## src/rtl/jpeg_pixel_packer.sv

```systemverilog
// jpeg_pixel_packer: serialises decoded pixels into a little-endian byte
// stream and packs it into 32-bit words with a byte strobe and frame-last flag.
// Optional build macro: JPEG_PIXEL_PACK_RGB565_EN selects 2-byte RGB565 pixels
// instead of the default 3-byte RGB888 (R, G, B order).
// Handshake: a transfer happens on a rising edge where valid and accept are
// both high; a presented word holds data/strb/last until it is accepted.
module jpeg_pixel_packer (
   input  logic        clk_i,
   input  logic        rst_i,
   input  logic        pixel_valid_i,
   input  logic [15:0] pixel_width_i,
   input  logic [15:0] pixel_height_i,
   input  logic [15:0] pixel_x_i,
   input  logic [15:0] pixel_y_i,
   input  logic [7:0]  pixel_r_i,
   input  logic [7:0]  pixel_g_i,
   input  logic [7:0]  pixel_b_i,
   output logic        pixel_accept_o,
   output logic        outport_valid_o,
   output logic [31:0] outport_data_o,
   output logic [3:0]  outport_strb_o,
   output logic        outport_last_o,
   input  logic        outport_accept_i,
   output logic        frame_done_o,
   output logic        idle_o
);

`ifdef JPEG_PIXEL_PACK_RGB565_EN
   localparam logic [2:0] BPP = 3'd2;
`else
   localparam logic [2:0] BPP = 3'd3;
`endif

   localparam logic [0:0] ST_RUN   = 1'b0;
   localparam logic [0:0] ST_FLUSH = 1'b1;

   logic [0:0]  state_q, state_d;
   logic [1:0]  cnt_q, cnt_d;        // residual byte count
   logic [23:0] res_q, res_d;        // residual bytes, byte 0 in [7:0], zero above cnt
   logic        out_valid_q, out_valid_d;
   logic [31:0] out_data_q, out_data_d;
   logic [3:0]  out_strb_q, out_strb_d;
   logic        out_last_q, out_last_d;
   logic        frame_done_q, frame_done_d;

   logic [23:0] pix_bytes;
   logic [55:0] cat;                 // residual bytes followed by the new pixel's bytes
   logic [2:0]  total;
   logic        out_free;
   logic        pixel_fire;
   logic        is_last;

   function automatic logic [3:0] strb_mask(input logic [2:0] n);
      case (n)
         3'd0:    strb_mask = 4'b0000;
         3'd1:    strb_mask = 4'b0001;
         3'd2:    strb_mask = 4'b0011;
         3'd3:    strb_mask = 4'b0111;
         default: strb_mask = 4'b1111;
      endcase
   endfunction

   // Format the incoming pixel as a little-endian byte group (unused bytes zero)
`ifdef JPEG_PIXEL_PACK_RGB565_EN
   logic [15:0] p565;
   logic        unused_pix_bits;
   assign unused_pix_bits = ^{pixel_r_i[2:0], pixel_g_i[1:0], pixel_b_i[2:0]};
   always_comb begin
      p565      = {pixel_r_i[7:3], pixel_g_i[7:2], pixel_b_i[7:3]};
      pix_bytes = {8'h00, p565};
   end
`else
   always_comb begin
      pix_bytes = {pixel_b_i, pixel_g_i, pixel_r_i};
   end
`endif

   // Next-state logic: byte accumulation, word loading and RUN/FLUSH control
   always_comb begin
      state_d      = state_q;
      cnt_d        = cnt_q;
      res_d        = res_q;
      out_valid_d  = out_valid_q;
      out_data_d   = out_data_q;
      out_strb_d   = out_strb_q;
      out_last_d   = out_last_q;

      out_free     = !out_valid_q || outport_accept_i;
      pixel_fire   = pixel_valid_i && (state_q == ST_RUN) && out_free;
      is_last      = (pixel_x_i == pixel_width_i - 16'd1) &&
                     (pixel_y_i == pixel_height_i - 16'd1);
      total        = {1'b0, cnt_q} + BPP;
      cat          = ({32'h0, pix_bytes} << {cnt_q, 3'b000}) | {32'h0, res_q};
      frame_done_d = out_valid_q && outport_accept_i && out_last_q;

      if (out_valid_q && outport_accept_i) begin
         out_valid_d = 1'b0;
      end

      case (state_q)
         ST_RUN: begin
            if (pixel_fire) begin
               if (total >= 3'd4) begin
                  // total is 4..6, so its low two bits are the leftover count
                  out_valid_d = 1'b1;
                  out_data_d  = cat[31:0];
                  out_strb_d  = 4'hF;
                  out_last_d  = is_last && (total == 3'd4);
                  res_d       = cat[55:32];
                  cnt_d       = total[1:0];
                  if (is_last && (total > 3'd4)) begin
                     state_d = ST_FLUSH;
                  end
               end else if (is_last) begin
                  out_valid_d = 1'b1;
                  out_data_d  = cat[31:0];
                  out_strb_d  = strb_mask(total);
                  out_last_d  = 1'b1;
                  res_d       = 24'h0;
                  cnt_d       = 2'd0;
               end else begin
                  res_d = cat[23:0];
                  cnt_d = total[1:0];
               end
            end
         end
         default: begin
            // FLUSH: leftover bytes of the final pixel become the last word
            if (out_free) begin
               out_valid_d = 1'b1;
               out_data_d  = {8'h00, res_q};
               out_strb_d  = strb_mask({1'b0, cnt_q});
               out_last_d  = 1'b1;
               res_d       = 24'h0;
               cnt_d       = 2'd0;
               state_d     = ST_RUN;
            end
         end
      endcase
   end

   // State registers with synchronous reset; a reset drops any partial frame
   always_ff @(posedge clk_i) begin
      if (rst_i) begin
         state_q      <= ST_RUN;
         cnt_q        <= 2'd0;
         res_q        <= 24'h0;
         out_valid_q  <= 1'b0;
         out_data_q   <= 32'h0;
         out_strb_q   <= 4'h0;
         out_last_q   <= 1'b0;
         frame_done_q <= 1'b0;
      end else begin
         state_q      <= state_d;
         cnt_q        <= cnt_d;
         res_q        <= res_d;
         out_valid_q  <= out_valid_d;
         out_data_q   <= out_data_d;
         out_strb_q   <= out_strb_d;
         out_last_q   <= out_last_d;
         frame_done_q <= frame_done_d;
      end
   end

   assign pixel_accept_o  = (state_q == ST_RUN) && (!out_valid_q || outport_accept_i);
   assign outport_valid_o = out_valid_q;
   assign outport_data_o  = out_data_q;
   assign outport_strb_o  = out_strb_q;
   assign outport_last_o  = out_last_q;
   assign frame_done_o    = frame_done_q;
   assign idle_o          = (state_q == ST_RUN) && (cnt_q == 2'd0) && !out_valid_q;

endmodule

```

## config.mk

```make
export PLATFORM = sky130hd
export DESIGN_NAME = jpeg_pixel_packer
export DESIGN_NICKNAME = d
export VERILOG_FILES = /design/src/rtl/jpeg_pixel_packer.sv
export SDC_FILE = /design/constraint.sdc
export NUM_CORES = 1
export LEC_CHECK = 0
export CORE_MARGIN = 2
export CORE_UTILIZATION = 48
export DETAILED_ROUTE_END_ITERATION = 8
export MAX_ROUTING_LAYER = met4
export PLACE_DENSITY = 0.86
export SYNTH_ARGS = -nofsm -noshare
export SYNTH_HDL_FRONTEND = slang
export SYNTH_SLANG_ARGS = --single-unit
```

## constraint.sdc

```tcl
create_clock -name clk_i -period 3.7 [get_ports clk_i]
set_input_delay 0.74 -clock clk_i [delete_from_list [all_inputs] [get_ports clk_i]]
set_output_delay 0.74 -clock clk_i [all_outputs]
set_load 0.005 [all_outputs]
```

==> metrics.md <==
| Metric | Value |
|---|---|
| Top cells by count, synth | `84 x a21oi_1, 66 x dfxtp_1, 45 x nor2_1` |
| Sw power | `0.737 mW` |
| DPL Wire Length | `10700 microns` |
| GRT overflow | `0` |
| Num Clock Sinks | `66` |
| Static leakage | `2.21 nW` |
| Hold Crit Start | `res_q[22]` |
| Crit. End Element | `flip-flop` |
| # placed instances | `767` |
| Ys flop type | `dfxtp_1` |
| Crit Path Max Fanout | `16` |
| Worst Setup SP | `pixel_height_i[3]` |
| Seq pwr share | `0.382` |
| Startpoint Class | `input port` |
| Die Width | `99.8 microns` |
| Worst setup path class | `in -> reg` |
| Gpl congestion | `0.969` |
| Internal Dissipation | `around 1.4 mW` |
| Global-route wire length before repair | `23200 microns` |
| Count leader, synth | `a21oi_1` |
| Tmin final | `3.64 ns` |
| Seq/Total Area, Yosys | `0.300` |
| Reg-to-Reg Start | `cnt_q[1]` |
| CORE AREA | `8810 sq um` |
| Largest net degree at the start of global routing | `41` |
| Crit path DAT | `3.90 ns` |
| Cell row count | `34` |
| Fraction of layout cells with a size suffix above 1 | `0.172` |
| Rel. slew slack | `0.168` |
| Tightest Hold Check Type | `reg -> reg` |
| Fillcell total | `682` |
| Comb pwr share | `0.376` |
| Final hold vios | `0` |
| Worst slew pin tran | `1.24 ns` |
| Yosys reg bits | `66` |
| Max Fclk | `roughly 270 MHz` |
| Nets | `770` |
| Vias in the first global route | `4667` |
| Pre-CTS setup slack | `-0.276 ns` |
| Clock root buffer | `clkbuf_8` |
| Crit path required time | `3.96 ns` |
| Final max-slew violation count | `0` |
| Area grow syn2layout | `42.3%` |
| Synth warn | `0` |
| Starting DRC count in detailed routing | `391` |
| Antenna Nets Post-Route | `0` |
| Peak supply drop | `375 uV` |
| Htree depth | `3` |
| Worst-path clk slew | `0.07 ns` |
| IO Pins | `133` |
| Detailed Routing Iterations Pass 1 | `5` |
| Ant diodes | `0` |
| GRT Util Overall | `0.295` |
| Post-Route WL | `about 15000 microns` |
| Via count | `4789` |
| Starting Density | `0.501` |
| Die Span Y | `99.8 microns` |
| Finished Layout Cells | `784` |
| Clk_lat worst skew | `0.34 ns` |
| Max-Cap Viols | `0` |
| Async set or reset register ratio after synthesis | `0` |
| Cells after Synth | `525` |
| Mapped cell area | `4410 sq um` |
| Fin crit share | `0.985` |
| Final Worst Setup Slack | `around 0.057 ns` |
| Post-Syn Area per Cell | `8.40 sq um` |
| Number of synthesized flops with an enable pin | `0` |
| Count of final setup violators | `0` |
| Port bufs | `132` |
| Power share of the clock group | `0.242` |
| Hold_buf cts | `0` |
| Pwr per Cell Area | `343 nW/um^2` |
| Syn_nets | `624` |
| Max clock buf depth | `2` |
| Post-synth top area share | `0.300` |
| Clock skew | `0.00560 ns` |
| Status | `completed` |
| Initial antenna violation count | `0` |
| Synth cell types | `58` |
| CTS tree | `yes` |
| Top area cells in the synthesized netlist | `dfxtp_1 30%, a21oi_1 9.5%, xnor2_1 6.2%` |
| Sw Ratio | `0.343` |
| Vias per Instance | `6.11` |
| Routed length per placed instance | `18.7 microns` |
| CTS buffer count | `9` |
| DIE AREA | `~10000 sq um` |
| Number of remaining DRC errors | `0` |
| Yosys top cell by area | `dfxtp_1` |
[kinds of logic (layout without fill, tap and decap cells)]
group	Yosys count	count (layout)	synth area share
AOI/OAI and AO/OA	197	197	0.312
xor gates and xnor gates	48	48	0.0953
adders and majority gates	7	7	0.0199
buffers and inverters	48	199	0.0508
DFF	66	66	0.300
muxes	27	27	0.0638
and+or+nand+nor	132	132	0.159
[state kept, by name (all words and copies together), names as in the netlist]
register / flops
outport_last_o: 1
state_q: 1
outport_data_o: 32
frame_done_o: 1
res_q: 24
outport_valid_o: 1
cnt_q: 2
outport_strb_o: 4
[layout by cell type, fill, tap and decap left out, types with 4 or more instances in the layout]
master	n
o22ai_2	10
nor3_1	18
mux2_2	9
a21oi_1	83
a31oi_1	6
nand4_1	6
nor2b_1	12
mux2i_1	18
o31ai_1	6
nor2_1	44
nand2_1	19
xor2_1	17
a22oi_1	17
o21ai_0	20
ha_1	6
inv_1	15
or4_4	4
xnor2_1	30
clkbuf_8	9
o22ai_1	6
clkdlybuf4s50_1	131
dfxtp_1	66
a211oi_2	22
o31ai_2	4
buf_4	30
[worst max-delay path, stage by stage]
cell	delay (ns)
clkdlybuf4s50_1	0.43
or4_4	0.59
or4_4	0.44
or3_1	0.39
mux2i_1	0.15
o211a_1	0.15
and3_4	0.17
or4_4	0.52
buf_12	0.18
o22ai_1	0.14
[timing repair]
item	4_1_cts	5_1_grt
setup buffers	0	1
setup endpoints to repair	0	48
gates resized for setup	0	22
endpoints found under the hold margin	0	0
[power groups by stage]
stage	registers (mW)	logic [mW]	clock network [mW]
global route	0.828	0.867	0.552
detailed placement	0.834	0.762	0
finish	0.821	0.809	0.520
global placement	0.831	0.742	0
CTS	0.819	0.769	0.523
floorplan	0.831	0.429	0
[path summary, 6_finish.rpt]
check	to	slack [ns]	cells past startpoint
setup / recovery	res_q[0]	0.06	10
hold / removal	res_q[22]	0.50	2
setup reg to reg	res_q[10]	1.08	7
hold reg to reg	res_q[22]	0.50	2
[per-layer routing]
metal	global-route usage	vias up	wire length [microns]
met5	-	-	0
met4	0.0906	0	244
met3	0.0362	26	924
met2	0.483	236	7130
met1	0.382	2291	6370
li1	-	2236	-
[through the flow]
step	util	area (sq um)	hold slack [ns]	setup TNS (ns)	total power, mW
6_report	0.713	6270	0.501	0	2.15
4_1_cts	0.697	6140	0.503	0	2.11
2_1_floorplan	-	4410	0.447	0	1.26
3_3_place_gp	0.679	5980	0.465	-6.00	1.57
5_1_grt	0.713	6270	0.517	-0.00336	2.25
3_5_place_dp	0.679	5980	0.490	-9.48	1.60
[final cells by class]
cell class	instances	area (sq um)	share of cell area
sequential	66	1320	0.211
inverter	16	60.1	0.00957
timing repair buffer	167	1620	0.259
multi-input combinational	411	2970	0.474
clock buffer	11	131	0.0209
clock inverter	5	31.3	0.00499
tap	108	135	0.0215
Note: power is estimated with default switching activity, not from simulation.
